### src/rtl/controle_multiciclo_if.sv
// rtl/controle_multiciclo_if.sv - memory handshake bundle between the multicycle control and the shared memory
//
// Signals:
//   memReq    controller -> memory  access request, held until memReady
//   memWrite  controller -> memory  write qualifier, meaningful only with memReq
//   iorD      controller -> memory  address select: 0 = PC, 1 = ALUOut
//   memReady  memory -> controller  current access completes this cycle
//
// Modports:
//   master  control FSM side
//   slave   memory side

interface controle_multiciclo_if;
  logic memReq;
  logic memWrite;
  logic iorD;
  logic memReady;

  modport master (
    output memReq,
    output memWrite,
    output iorD,
    input  memReady
  );

  modport slave (
    input  memReq,
    input  memWrite,
    input  iorD,
    output memReady
  );
endinterface

### src/rtl/controle_multiciclo.sv
// rtl/controle_multiciclo.sv - multicycle control FSM driving the 16-bit ALU datapath and memory handshake
//
// Sequences fetch / decode / execute / memory / writeback for one instruction at a time.
//
// Ports:
//   clk        in   rising-edge clock
//   rst_n      in   asynchronous active-low reset
//   instr      in   IR: [15:12] op, [11:9] rs, [8:6] rt, [5:3] rd, [2:0] funct, [5:0] imm
//   zero       in   ALU result == 0, sampled in BRANCH
//   mem_bus    master modport: memReq / memWrite / iorD out, memReady in
//   aluSelect  out  ALU op (000 add .. 111 cmp)
//   aluSrcA    out  0 = PC, 1 = reg A
//   aluSrcB    out  00 = reg B, 01 = const 1, 10 = sign-ext imm
//   irWrite    out  load IR
//   pcWrite    out  load PC
//   pcSrc      out  00 = ALU result, 01 = ALUOut, 10 = jump target
//   regWrite   out  register file write enable
//   regDst     out  0 = rt, 1 = rd
//   memToReg   out  0 = ALUOut, 1 = MDR
//   illegalOp  out  one-cycle pulse on undefined opcode
//   memFault   out  sticky memory timeout
//   halted     out  sticky HALT

module controle_multiciclo #(
  parameter int TIMEOUT_CYCLES = 16
) (
  input  logic                    clk,
  input  logic                    rst_n,
  input  logic [15:0]             instr,
  input  logic                    zero,
  controle_multiciclo_if.master   mem_bus,
  output logic [2:0]              aluSelect,
  output logic                    aluSrcA,
  output logic [1:0]              aluSrcB,
  output logic                    irWrite,
  output logic                    pcWrite,
  output logic [1:0]              pcSrc,
  output logic                    regWrite,
  output logic                    regDst,
  output logic                    memToReg,
  output logic                    illegalOp,
  output logic                    memFault,
  output logic                    halted
);

  localparam int CNT_W = (TIMEOUT_CYCLES > 2) ? $clog2(TIMEOUT_CYCLES) : 1;
  localparam logic [CNT_W-1:0] CNT_LAST = CNT_W'(TIMEOUT_CYCLES - 1);

  localparam logic [3:0] OP_R    = 4'b0000;
  localparam logic [3:0] OP_ADDI = 4'b0001;
  localparam logic [3:0] OP_LW   = 4'b0010;
  localparam logic [3:0] OP_SW   = 4'b0011;
  localparam logic [3:0] OP_BEQ  = 4'b0100;
  localparam logic [3:0] OP_J    = 4'b0101;
  localparam logic [3:0] OP_HALT = 4'b1111;

  localparam logic [2:0] ALU_ADD = 3'b000;
  localparam logic [2:0] ALU_SUB = 3'b001;

  localparam logic [1:0] SRCB_REG = 2'b00;
  localparam logic [1:0] SRCB_ONE = 2'b01;
  localparam logic [1:0] SRCB_IMM = 2'b10;

  localparam logic [1:0] PCSRC_ALU  = 2'b00;
  localparam logic [1:0] PCSRC_OUT  = 2'b01;
  localparam logic [1:0] PCSRC_JUMP = 2'b10;

  typedef enum logic [3:0] {
    S_FETCH    = 4'd0,
    S_DECODE   = 4'd1,
    S_EXEC_R   = 4'd2,
    S_WB_R     = 4'd3,
    S_EXEC_I   = 4'd4,
    S_WB_I     = 4'd5,
    S_MEM_ADDR = 4'd6,
    S_MEM_RD   = 4'd7,
    S_WB_MEM   = 4'd8,
    S_MEM_WR   = 4'd9,
    S_BRANCH   = 4'd10,
    S_JUMP     = 4'd11,
    S_HALT     = 4'd12,
    S_ERROR    = 4'd13
  } state_e;

  state_e           state_q, state_d;
  logic [CNT_W-1:0] wait_cnt_q, wait_cnt_d;

  logic [3:0] opcode;
  logic [2:0] funct;
  logic       wait_expired;

  // Raw decoded outputs; the ports are these gated by rst_n.
  logic [2:0] alu_select_c;
  logic       alu_src_a_c;
  logic [1:0] alu_src_b_c;
  logic       mem_req_c;
  logic       mem_write_c;
  logic       ior_d_c;
  logic       ir_write_c;
  logic       pc_write_c;
  logic [1:0] pc_src_c;
  logic       reg_write_c;
  logic       reg_dst_c;
  logic       mem_to_reg_c;
  logic       illegal_op_c;
  logic       mem_fault_c;
  logic       halted_c;

  assign opcode       = instr[15:12];
  assign funct        = instr[2:0];
  assign wait_expired = (wait_cnt_q == CNT_LAST);

  // Register fields are consumed by the datapath, not by the controller.
  logic unused_instr;
  assign unused_instr = &{1'b0, instr[11:3]};

  always_ff @(posedge clk or negedge rst_n) begin
    if (!rst_n) begin
      state_q    <= S_FETCH;
      wait_cnt_q <= '0;
    end else begin
      state_q    <= state_d;
      wait_cnt_q <= wait_cnt_d;
    end
  end

  always_comb begin
    state_d      = state_q;
    wait_cnt_d   = wait_cnt_q;
    alu_select_c = ALU_ADD;
    alu_src_a_c  = 1'b0;
    alu_src_b_c  = SRCB_REG;
    mem_req_c    = 1'b0;
    mem_write_c  = 1'b0;
    ior_d_c      = 1'b0;
    ir_write_c   = 1'b0;
    pc_write_c   = 1'b0;
    pc_src_c     = PCSRC_ALU;
    reg_write_c  = 1'b0;
    reg_dst_c    = 1'b0;
    mem_to_reg_c = 1'b0;
    illegal_op_c = 1'b0;
    mem_fault_c  = 1'b0;
    halted_c     = 1'b0;

    case (state_q)
      S_FETCH: begin
        // ALU computes PC+1 while the instruction word is being read.
        mem_req_c   = 1'b1;
        alu_src_b_c = SRCB_ONE;
        if (mem_bus.memReady) begin
          ir_write_c = 1'b1;
          pc_write_c = 1'b1;
          state_d    = S_DECODE;
        end else if (wait_expired) begin
          state_d = S_ERROR;
        end else begin
          wait_cnt_d = wait_cnt_q + CNT_W'(1);
        end
      end

      S_DECODE: begin
        // Branch target (PC+1 + imm) is speculatively computed into ALUOut.
        alu_src_b_c = SRCB_IMM;
        case (opcode)
          OP_R:         state_d = S_EXEC_R;
          OP_ADDI:      state_d = S_EXEC_I;
          OP_LW, OP_SW: state_d = S_MEM_ADDR;
          OP_BEQ:       state_d = S_BRANCH;
          OP_J:         state_d = S_JUMP;
          OP_HALT:      state_d = S_HALT;
          default: begin
            illegal_op_c = 1'b1;
            state_d      = S_FETCH;
          end
        endcase
      end

      S_EXEC_R: begin
        alu_src_a_c  = 1'b1;
        alu_src_b_c  = SRCB_REG;
        alu_select_c = funct;
        state_d      = S_WB_R;
      end

      S_WB_R: begin
        reg_write_c = 1'b1;
        reg_dst_c   = 1'b1;
        state_d     = S_FETCH;
      end

      S_EXEC_I: begin
        alu_src_a_c = 1'b1;
        alu_src_b_c = SRCB_IMM;
        state_d     = S_WB_I;
      end

      S_WB_I: begin
        reg_write_c = 1'b1;
        state_d     = S_FETCH;
      end

      S_MEM_ADDR: begin
        alu_src_a_c = 1'b1;
        alu_src_b_c = SRCB_IMM;
        state_d     = (opcode == OP_SW) ? S_MEM_WR : S_MEM_RD;
      end

      S_MEM_RD: begin
        mem_req_c = 1'b1;
        ior_d_c   = 1'b1;
        if (mem_bus.memReady) begin
          state_d = S_WB_MEM;
        end else if (wait_expired) begin
          state_d = S_ERROR;
        end else begin
          wait_cnt_d = wait_cnt_q + CNT_W'(1);
        end
      end

      S_WB_MEM: begin
        reg_write_c  = 1'b1;
        mem_to_reg_c = 1'b1;
        state_d      = S_FETCH;
      end

      S_MEM_WR: begin
        mem_req_c   = 1'b1;
        ior_d_c     = 1'b1;
        mem_write_c = 1'b1;
        if (mem_bus.memReady) begin
          state_d = S_FETCH;
        end else if (wait_expired) begin
          state_d = S_ERROR;
        end else begin
          wait_cnt_d = wait_cnt_q + CNT_W'(1);
        end
      end

      S_BRANCH: begin
        alu_src_a_c  = 1'b1;
        alu_src_b_c  = SRCB_REG;
        alu_select_c = ALU_SUB;
        pc_write_c   = zero;
        pc_src_c     = PCSRC_OUT;
        state_d      = S_FETCH;
      end

      S_JUMP: begin
        pc_write_c = 1'b1;
        pc_src_c   = PCSRC_JUMP;
        state_d    = S_FETCH;
      end

      S_HALT: begin
        halted_c = 1'b1;
      end

      S_ERROR: begin
        mem_fault_c = 1'b1;
      end

      default: begin
        state_d = S_FETCH;
      end
    endcase

    // Every state change starts a fresh wait window for the next request.
    if (state_d != state_q) begin
      wait_cnt_d = '0;
    end
  end

  // Gating with rst_n forces all-zero outputs the moment reset asserts,
  // so no request or write enable survives into an aborted access.
  assign aluSelect        = rst_n ? alu_select_c : 3'b000;
  assign aluSrcA          = rst_n & alu_src_a_c;
  assign aluSrcB          = rst_n ? alu_src_b_c : 2'b00;
  assign mem_bus.memReq   = rst_n & mem_req_c;
  assign mem_bus.memWrite = rst_n & mem_write_c;
  assign mem_bus.iorD     = rst_n & ior_d_c;
  assign irWrite          = rst_n & ir_write_c;
  assign pcWrite          = rst_n & pc_write_c;
  assign pcSrc            = rst_n ? pc_src_c : 2'b00;
  assign regWrite         = rst_n & reg_write_c;
  assign regDst           = rst_n & reg_dst_c;
  assign memToReg         = rst_n & mem_to_reg_c;
  assign illegalOp        = rst_n & illegal_op_c;
  assign memFault         = rst_n & mem_fault_c;
  assign halted           = rst_n & halted_c;

endmodule
### src/flat_wrapper.sv
// flat-port wrapper written by rule: the top's interface ports become plain ports
module controle_multiciclo_flat 
#(
  parameter int TIMEOUT_CYCLES = 16
)
  (clk, rst_n, instr, zero, aluSelect, aluSrcA, aluSrcB, irWrite, pcWrite, pcSrc, regWrite, regDst, memToReg, illegalOp, memFault, halted, mem_bus_memReq, mem_bus_memWrite, mem_bus_iorD, mem_bus_memReady);
  controle_multiciclo_if mem_bus_i ();
  input  logic clk;
  input  logic rst_n;
  input  logic [15:0] instr;
  input  logic zero;
  output logic [2:0] aluSelect;
  output logic aluSrcA;
  output logic [1:0] aluSrcB;
  output logic irWrite;
  output logic pcWrite;
  output logic [1:0] pcSrc;
  output logic regWrite;
  output logic regDst;
  output logic memToReg;
  output logic illegalOp;
  output logic memFault;
  output logic halted;
  output wire logic [$bits(mem_bus_i.memReq)-1:0] mem_bus_memReq;
  output wire logic [$bits(mem_bus_i.memWrite)-1:0] mem_bus_memWrite;
  output wire logic [$bits(mem_bus_i.iorD)-1:0] mem_bus_iorD;
  input wire logic [$bits(mem_bus_i.memReady)-1:0] mem_bus_memReady;
  assign mem_bus_memReq = mem_bus_i.memReq;
  assign mem_bus_memWrite = mem_bus_i.memWrite;
  assign mem_bus_iorD = mem_bus_i.iorD;
  assign mem_bus_i.memReady = mem_bus_memReady;
  controle_multiciclo #(.TIMEOUT_CYCLES(TIMEOUT_CYCLES)) u_core (.clk(clk), .rst_n(rst_n), .instr(instr), .zero(zero), .mem_bus(mem_bus_i), .aluSelect(aluSelect), .aluSrcA(aluSrcA), .aluSrcB(aluSrcB), .irWrite(irWrite), .pcWrite(pcWrite), .pcSrc(pcSrc), .regWrite(regWrite), .regDst(regDst), .memToReg(memToReg), .illegalOp(illegalOp), .memFault(memFault), .halted(halted));
endmodule
### config.mk
export PLATFORM = sky130hd
export DESIGN_NAME = controle_multiciclo_flat
export DESIGN_NICKNAME = d
export VERILOG_FILES = /design/src/rtl/controle_multiciclo_if.sv /design/src/rtl/controle_multiciclo.sv /design/src/flat_wrapper.sv
export SDC_FILE = /design/constraint.sdc
export NUM_CORES = 1
export LEC_CHECK = 0
export ABC_AREA = 1
export CAP_MARGIN = 10
export CORE_ASPECT_RATIO = 0.9
export CORE_MARGIN = 4
export CORE_UTILIZATION = 41
export DETAILED_ROUTE_END_ITERATION = 16
export HOLD_SLACK_MARGIN = 0.06
export PLACE_DENSITY_LB_ADDON = 0.12
export SYNTH_ARGS = -nofsm -noshare
export SYNTH_HDL_FRONTEND = slang
export SYNTH_SLANG_ARGS = --single-unit
### constraint.sdc
create_clock -name clk -period 1.55 [get_ports clk]
set_clock_uncertainty 0.05 [all_clocks]
set_input_delay 0.3875 -clock clk [delete_from_list [all_inputs] [get_ports clk]]
set_output_delay 0.3875 -clock clk [all_outputs]
set_load 0.1 [all_outputs]
==> flow_summary.yaml, run 1 <==
status:
  status: "did not finish"
  lastStage: "4_1_cts"
  toolErrorMsg: "[ERROR DPL-0038] Utilization greater than 100%, impossible to legalize"
placed_design:
  dp_hpwl_mm: 3.56
  gp_congestion: 0.841
  port_buffers: 29
clock_network:
  cts_hold_buf: 0
  post-cts-setup-buffers: 2
  cts_root_buf: "clkbuf_4"
  cts_buffer_depth: 2
  htreeDepth: 1
  cts-resized-gates: 19
  numCtsBuffers: 3
  clock_sinks: 8
synthesis:
  yosys.area.top_type_share: 0.229
  synth_area_um2: 873
  yosys_warnings: 0
  ys_types: 29
  synth_area_leader_cell: "dfrtp_1"
  synth_area_leaders: "dfrtp_1, nand2_1, nor2_1, inv_1, nand2_2"
  post_synth.cell_area_avg_um2: 6.33
  ys_ff_latch: 8
  syn_inst: 138
  ys_seq_area_frac: 0.229
  synth_nets: 159
floorplanning:
  die_y_um: 51.8
  initial_core_util: 0.443
  rows: 15
  die_w_um: 56.7
  boundaryPins: 39
==> Yosys cell counts, drive strengths merged <==
master	n
a41oi	1
a211oi	1
nor2	31
nand4	2
ha	1
nor3	1
inv	22
xor2	4
a21oi	6
a311o	1
o22ai	1
nand3	10
clkinv	2
nor4	1
nand2	41
o21ai	3
a22o	1
dfrtp	8
a211o	1
==> per-stage QoR <==
step	setup TNS, ns	cells	cell area (um2)	hold WS, ns	worst slack, ns
floorplan	-6.45	138	1080	0.0419	-0.768
detailed placement	-13.77	229	1900	0.516	-0.768
global placement	-11.38	229	1900	0.471	-0.624
==> cells by family after synthesis <==
group           after synthesis  share of synthesized area
simple gates                 86                      0.491
compound gates               15                      0.113
buf+inv                      24                      0.103
flops                         8                      0.229
xor+xnor                      4                     0.0487
fa+ha+maj                     1                     0.0143
==> run 2, diff against run 1 <==
CORE_AREA = 4 4 65 67   (was default)
CORE_ASPECT_RATIO = default   (was 0.9)
CORE_MARGIN = default   (was 4)
CORE_UTILIZATION = default   (was 41)
DIE_AREA = 0 0 69 71   (was default)
HOLD_SLACK_MARGIN = default   (was 0.06)
PLACE_DENSITY_LB_ADDON = 0.15   (was 0.12)
==> run 2 against run 1 <==
  * Synthesized cell count is the same
  * The flow now finishes, with violations (setup timing)
  * Area after synthesis is the same
==> flow_summary.yaml, run 2 <==
timing:
  fin_ws_ns: -0.431
  grt_setup_unrepaired: "true"
  hold_viol: 0
  slew_headroom: 0.825
  fin_crit_ns: 1.98
  report.final.slew_viol_count: 0
  fmax_mhz: 505
  tightest_slew_ns: 0.260
  timing.final.crit_share: 1.28
  setup_viol: 22
synthesis:
  ys_types: 29
  synth_area_um2: 873
  ys_seq_area_frac: 0.229
  ys_ff_latch: 8
  syn_inst: 138
  yosys_warnings: 0
  yosys.area.top_type_share: 0.229
  synth_most_common_cell: "nand2_1"
  post_synth.cell_area_avg_um2: 6.33
  synthTopCellsByCount: "nand2_1, nor2_1, inv_1"
  synth_area_leader_cell: "dfrtp_1"
  synth_area_leaders: "dfrtp_1, nand2_1, nor2_1, inv_1, nand2_2"
  synth_edf_count: 0
  synth_nets: 159
  synth_flop_cell: "dfrtp_1"
  async_flop_share: 1.00
floorplanning:
  die-area_um2: 4900
  rows: 22
  initial_core_util: 0.240
  boundaryPins: 39
  core_area_um2: 3630
  die_w_um: 69
  die_y_um: 71
worst_setup_path:
  crit_type: "reg -> out"
  cp-start-kind: "register"
  crit_arrival_ns: 1.54
  crit_fanout: 5
  crit_required_ns: 1.11
  end_kind: "output pin"
clock_network:
  cts_tree: "yes"
  cts_buffer_depth: 2
  cts_root_buf: "clkbuf_8"
  numCtsBuffers: 3
  clock_sinks: 8
  clk_latency_ns: 0.24
  clk_pin_slew_ns: 0.05
  cts_hold_buf: 0
  htreeDepth: 1
routing:
  wl_mm: 3.08
  avgViaCountPerCell: 4.39
  vias: 1151
  ant_nets: 0
  drc: 0
  firstDrtPassIters: 4
  drt-initial-drc-count: 22
  wl_per_cell_um: 11.8
pwr:
  swShare: 0.539
  p_int_mw: 1.80
  p_leak_nw: 1.02
  max-vdd-ir-drop_mv: 0.649
  power_frac_clock: 0.070
  pwr-share-seq: 0.103
  combPwrFrac: 0.828
  p_per_area_nw_per_um2: 1860
  switchingPower_mw: 2.10
grt:
  grt_max_degree: 11
  grt_pass1_wl_mm: 5.58
  antenna_found_initial: 0
  overflow: 0
  grt_use_total: 0.139
  first_global_vias: 1256
placed_design:
  pre_cts_ws_ns: -0.670
  port_buffers: 29
  dp_hpwl_mm: 2.59
  postPlaceCellArea_um2: 1930
  gp_congestion: 0.804
cells_and_area:
  drive_above_1_share: 0.621
  diodes: 0
  nNetsFinal: 236
  top_regs: "u_core.state_q x4, u_core.wait_cnt_q x4"
  layout_commonest_cell: "buf_4"
  seqCellArea_um2: 205
  final.fill_count: 362
  multi_input_area_um2: 836
  final_util: 0.579
  finalInstanceArea_um2: 2100
  mostFrequentLayoutCells: "buf_4, nand2_1, buf_12"
  syn_to_final_growth_pct: 141
status:
  violations: "setup timing"
  status: "complete, but fails checks"
run:
  cap_violations: 0
hold_path:
  hold_class: "in -> async"
## run 2: cell counts after synthesis
Identical to the previous run, type by type.
## run 2: final timing paths
kind                       slack [ns]                                to                              from  depth (start not counted)
max in group asynchronous        1.05       u_core.state_q[0]$_DFF_PN0_                             rst_n                          2
min                              0.23       u_core.state_q[1]$_DFF_PN0_                             rst_n                          2
min reg2reg                      0.52  u_core.wait_cnt_q[3]$_DFFE_PN0P_  u_core.wait_cnt_q[3]$_DFFE_PN0P_                          2
max reg2reg                     -0.19  u_core.wait_cnt_q[3]$_DFFE_PN0P_       u_core.state_q[1]$_DFF_PN0_                         11
min in group clk                 0.52  u_core.wait_cnt_q[3]$_DFFE_PN0P_  u_core.wait_cnt_q[3]$_DFFE_PN0P_                          2
max                             -0.43                           aluSrcA       u_core.state_q[3]$_DFF_PN0_                          5
## run 2: cells by family (layout without fill, tap and decap cells)
kind of cell,after synthesis,after routing,synth area share
adder cells (fa/ha/maj),1,1,0.0143
buffers and inverters,24,100,0.103
flip-flops,8,8,0.229
AND/OR/NAND/NOR,86,86,0.491
AO/OA/AOI/OAI,15,15,0.113
XOR/XNOR,4,4,0.0487
## run 2: cell type report
type | instances | share of cell area
Timing Repair Buffer | 72 | 0.409
Multi-Input combinational cell | 106 | 0.397
Sequential cell | 8 | 0.0975
Tap cell | 48 | 0.0285
Inverter | 24 | 0.0464
Clock buffer | 4 | 0.0214
## run 2: routing by layer
metal / vias to the layer above / track usage / routed length (um)
met2: 24 / 0.257 / 1660
met1: 530 / 0.161 / 1280
met5: - / 0 / 0
met3: 6 / 0.0227 / 88
met4: 0 / 0.0456 / 62
li1: 591 / - / -
## run 2: what timing repair did
action	CTS	global route
gates resized for setup	22	12
pin swaps	11	10
setup buffers	4	3
endpoints found under the setup margin	25	26
## run 2: worst max-delay path: stages (launching register included)
cell	delay, ns
dfrtp_2	0.46
nor2_4	0.19
nand2_2	0.09
buf_6	0.13
a41oi_4	0.23
buf_12	0.20
## run 2: power by group through the flow
| stage | registers [mW] | logic [mW] | clock network [mW] |
|---|---|---|---|
| after floorplan | 0.389 | 1.83 | 0 |
| after global placement | 0.386 | 2.94 | 0 |
| after detailed placement | 0.395 | 2.97 | 0 |
| after CTS | 0.396 | 3.13 | 0.281 |
| after global routing | 0.413 | 3.44 | 0.293 |
| final | 0.401 | 3.23 | 0.272 |
## run 2: metrics by stage
step,hold slack (ns),cells,TNS [ns],total power [mW]
final,0.226,262,-7.26,3.90
after global routing,0.237,262,-9.01,4.14
after CTS,0.219,260,-7.48,3.80
after detailed placement,0.504,252,-12.02,3.36
after global placement,0.491,252,-11.36,3.33
after floorplan,0.0419,138,-6.45,2.22
(Power assumes the default switching activity.)
==> run 3, diff against run 2 <==
SETUP_SLACK_MARGIN = 0.05   (was default)
==> run 3 against run 2 <==
  * The run still ends with setup timing left
  * Core utilization stayed put
  * Sequential share of layout area stayed put
  * Sequential power hardly changed
  * Clock-buffer cell count stayed put
  * Non-clock buffer count stayed put
  * Critical path depth stayed put
  * Power hardly changed
  * Largest power group unchanged
  * Highest routed layer unchanged
==> flow_summary.yaml, run 3 (synthesized netlist as in run 2, its figures left out) <==
clock_network:
  cts_hold_buf: 0
  clk_latency_ns: 0.24
  clk_pin_slew_ns: 0.05
  clock_sinks: 8
  htreeDepth: 1
  numCtsBuffers: 3
  cts_tree: "yes"
  cts_buffer_depth: 2
  cts_root_buf: "clkbuf_8"
floorplanning:
  core_area_um2: 3630
  rows: 22
  die-area_um2: 4900
  die_y_um: 71
  die_w_um: 69
  boundaryPins: 39
  initial_core_util: 0.240
status:
  violations: "setup timing"
  status: "complete, but fails checks"
worst_setup_path:
  crit_type: "reg -> out"
  crit_start: "u_core.state_q[3]$_DFF_PN0_"
  end_kind: "output pin"
  crit_path_end: "aluSrcA"
  cp-start-kind: "register"
  crit_arrival_ns: 1.54
  r2r_end: "u_core.wait_cnt_q[3]$_DFFE_PN0P_"
  r2r_cells: 11
  crit_required_ns: 1.11
  crit_fanout: 5
  rrSetupSlack_ns: -0.19
  r2r_start: "u_core.state_q[1]$_DFF_PN0_"
routing:
  wl_per_cell_um: 11.7
  wl_met1_mm: 1.27
  routed-wl-met2_mm: 1.66
  firstDrtPassIters: 4
  topRoutingLayerUsed: "met4"
  ant_nets: 0
  wl_mm: 3.08
  avgViaCountPerCell: 4.40
  drc: 0
  drt-initial-drc-count: 21
  wl_met3_um: 88
  vias: 1152
placed_design:
  port_buffers: 29
  placedCellCount: 252
  dp_hpwl_mm: 2.59
  gp_congestion: 0.804
cells_and_area:
  final_util: 0.579
  final_cells: 262
  nNetsFinal: 236
  diodes: 0
  top_regs: "u_core.state_q x4, u_core.wait_cnt_q x4"
  layout_commonest_cell: "buf_4"
  syn_to_final_growth_pct: 141
  mostFrequentLayoutCells: "buf_4, nand2_1, buf_12"
  drive_above_1_share: 0.621
run:
  cap_violations: 0
timing:
  tightest_slew_ns: 0.260
  fin_ws_ns: -0.431
  hold_viol: 0
  fin_tns_setup_ns: -7.26
  grt_setup_unrepaired: "true"
  fmax_mhz: 505
  setup_viol: 22
  timing.final.crit_share: 1.28
  report.final.slew_viol_count: 0
  slew_headroom: 0.825
  fin_hold_ws_ns: 0.226
  fin_crit_ns: 1.98
grt:
  grt_use_total: 0.139
  grt_max_degree: 11
  grt_pass1_wl_mm: 5.58
  first_global_vias: 1256
  overflow: 0
  antenna_found_initial: 0
hold_path:
  hold_class: "in -> async"
pwr:
  p_leak_nw: 1.02
  p_total_mw: 3.90
  p_per_area_nw_per_um2: 1850
  max-vdd-ir-drop_mv: 0.649
[run 3: cell counts in the layout (fill, tap and decap cells not counted)]
No cell type changed its count.
[run 3: routing by layer]
metal / up-vias / track usage
li1: 591 / -
met1: 531 / 0.161
met2: 24 / 0.257
met3: 6 / 0.0227
met4: 0 / 0.0456
met5: - / 0
[run 3: where the power goes]
group | switching [mW] | internal (mW)
Clock | 0.0926 | 0.179
Combinational | 1.89 | 1.35
Sequential | 0.123 | 0.277
[run 3: worst max-delay path, stage by stage, from the launching register on]
cell and delay (ns):
dfrtp_2 0.46, nor2_4 0.19, nand2_2 0.09, buf_6 0.13, a41oi_4 0.23, buf_12 0.20
[run 3: final cells by class]
cell class	instances	area, um2
Inverter	24	97.6
Clock buffer	4	45.0
Sequential cell	8	205
Fill cell	362	1530
Tap cell	48	60.1
Timing Repair Buffer	72	861
Multi-Input combinational cell	106	836
[run 3: metrics by stage]
stage               cell area (um2)  worst slack, ns
finish                         2100           -0.431
global route                   2100           -0.488
CTS                            2050           -0.449
detailed placement             1930           -0.670
global placement               1930           -0.606
floorplan                      1080           -0.768
[run 3: worst min path at each step]
stage | cells past startpoint | start | endpoint
5_1_grt | 2 | rst_n | u_core.state_q[1]$_DFF_PN0_
3_3_place_gp | 2 | u_core.wait_cnt_q[3]$_DFFE_PN0P_ | u_core.wait_cnt_q[3]$_DFFE_PN0P_
4_1_cts | 2 | rst_n | u_core.state_q[1]$_DFF_PN0_
3_5_place_dp | 2 | u_core.wait_cnt_q[3]$_DFFE_PN0P_ | u_core.wait_cnt_q[3]$_DFFE_PN0P_
2_1_floorplan | 0 | rst_n | u_core.state_q[0]$_DFF_PN0_
6_report | 2 | rst_n | u_core.state_q[1]$_DFF_PN0_
[run 3: what timing repair did]
| item | in CTS | in global routing |
|---|---|---|
| gates resized for setup | 22 | 12 |
| setup buffers | 4 | 3 |
| setup endpoints to repair | 26 | 26 |
| cloned | 0 | 0 |
| pin swaps | 11 | 10 |
==> run 4, diff against run 3 <==
CORE_AREA = 2 2 63 65   (was 4 4 65 67)
DIE_AREA = 0 0 65 67   (was 0 0 69 71)
GPL_TIMING_DRIVEN = 0   (was default)
clock period = 2.3 ns   (was 1.55 ns; I/O delays follow)
==> run 4 against run 3 <==
  * The run now ends clean
  * Setup slack improved by 0.52 ns
  * Combinational power fell by 48%
  * Register-to-register slack improved by 0.71 ns
  * Clock-buffer cell count did not move
  * Final cell count fell by 14%
  * Final area fell by 24%
  * Die area fell by 11%
  * Core utilization fell by 14 points
  * Largest cell class is now multi-input gates
==> flow_summary.yaml, run 4 (synthesized netlist as in run 2, its figures left out) <==
status:
  status: "finished clean"
hold_path:
  hold_class: "in -> async"
clock_network:
  numCtsBuffers: 3
  clock_sinks: 8
  cts_tree: "yes"
  cts_hold_buf: 0
  cts_buffer_depth: 2
  cts_root_buf: "clkbuf_8"
  clk_latency_ns: 0.24
  htreeDepth: 1
  clk_pin_slew_ns: 0.05
timing:
  fin_hold_ws_ns: 0.137
  fmax_mhz: 452
  grt_setup_unrepaired: "true"
  fin_crit_ns: 2.21
  slew_headroom: 0.736
  report.final.slew_viol_count: 0
  fin_tns_setup_ns: 0
  timing.final.crit_share: 0.962
  setup_viol: 0
  hold_viol: 0
  tightest_slew_ns: 0.394
worst_setup_path:
  cp_top_family: "buffers and inverters"
  crit_required_ns: 1.67
  r2r_start: "u_core.state_q[0]$_DFF_PN0_"
  cpPeakStageDelay_ns: 0.32
  crit_type: "in -> out"
  slowest_stage: "nor4_4"
  r2r_cells: 12
  crit_arrival_ns: 1.59
  critPathBufInv: 3
  rrSetupSlack_ns: 0.52
  crit_chain: "buf_4 -> clkinv_4 -> nor4_4 -> buf_6"
  crit_fanout: 14
  r2r_end: "u_core.wait_cnt_q[0]$_DFFE_PN0P_"
  end_kind: "output pin"
  cp-start-kind: "primary input"
run:
  cap_violations: 0
cells_and_area:
  final.fill_count: 380
  nNetsFinal: 200
  layout_commonest_cell: "nand2_1"
  multi_input_area_um2: 796
  top_regs: "u_core.state_q x4, u_core.wait_cnt_q x4"
  syn_to_final_growth_pct: 82.1
  seqCellArea_um2: 205
  mostFrequentLayoutCells: "nand2_1, nand2_2, nor2_4"
  drive_above_1_share: 0.567
  diodes: 0
placed_design:
  gp_congestion: 0.786
  dp_hpwl_mm: 2.07
  port_buffers: 29
routing:
  drt-initial-drc-count: 18
  avgViaCountPerCell: 4.54
  drc: 0
  vias: 1026
  ant_nets: 0
  firstDrtPassIters: 4
  wl_per_cell_um: 11.7
  wl_mm: 2.65
floorplanning:
  rows: 22
  boundaryPins: 39
  die_w_um: 65
  core_area_um2: 3610
  initial_core_util: 0.242
  die_y_um: 67
  die-area_um2: 4360
grt:
  use_met1: 0.165
  antenna_found_initial: 0
  overflow: 0
  grt_use_total: 0.134
  met3_usage: 0.0186
  grt_pass1_wl_mm: 4.49
  met2_usage: 0.237
  gr-max-usage-layer: "met2"
  first_global_vias: 1000
  grt_max_degree: 15
pwr:
  p_per_area_nw_per_um2: 1340
  max-vdd-ir-drop_mv: 0.289
  p_leak_nw: 0.739
==> run 4: worst max path at each step <==
stage | from | depth (start not counted) | slack (ns) | endpoint
2_1_floorplan | instr[13] | 5 | -0.24 | illegalOp
3_3_place_gp | rst_n | 5 | -1.64 | pcWrite
3_5_place_dp | rst_n | 5 | -1.66 | pcWrite
4_1_cts | instr[12] | 7 | -0.01 | illegalOp
5_1_grt | rst_n | 4 | 0.02 | illegalOp
6_report | rst_n | 4 | 0.09 | illegalOp
==> run 4: per-stage QoR <==
step / cell area, um2 / instances / util / setup WS, ns / power [mW]
final: 1590 / 226 / 0.441 / 0.0883 / 2.12
after global routing: 1590 / 226 / 0.441 / 0.0165 / 2.26
after CTS: 1510 / 223 / 0.420 / -0.0114 / 2.00
after detailed placement: 1420 / 215 / 0.395 / -1.66 / 1.72
after global placement: 1420 / 215 / 0.395 / -1.64 / 1.71
after floorplan: 1070 / 138 / - / -0.240 / 1.44
==> run 4: final cells by class <==
class | count | area share
flip-flops and latches | 8 | 0.129
multi-input cells | 106 | 0.500
well taps | 48 | 0.0378
inverters | 24 | 0.0645
repair buffers | 36 | 0.240
clock buffers | 4 | 0.0283
==> run 4: per-layer routing <==
| metal | part of all wire | vias to the layer above |
|---|---|---|
| met2 | 0.50 | 24 |
| met3 | 0.041 | 4 |
| li1 | - | 517 |
| met1 | 0.45 | 481 |
| met4 | 0.010 | 0 |
| met5 | 0 | - |
==> run 4: repair_timing <==
item | 4_1_cts | 5_1_grt
setup endpoints to repair | 19 | 14
pin swaps | 1 | 5
setup buffers | 4 | 3
resized for setup | 146 | 19
==> run 4: power by group <==
| part | switching [mW] | total (mW) | internal, mW | leakage, nW |
|---|---|---|---|---|
| Combinational | 1.13 | 1.67 | 0.543 | 0.614 |
| Clock | 0.0667 | 0.188 | 0.121 | 0.0228 |
| Sequential | 0.0810 | 0.268 | 0.187 | 0.102 |
| Total | 1.27 | 2.12 | 0.851 | 0.739 |
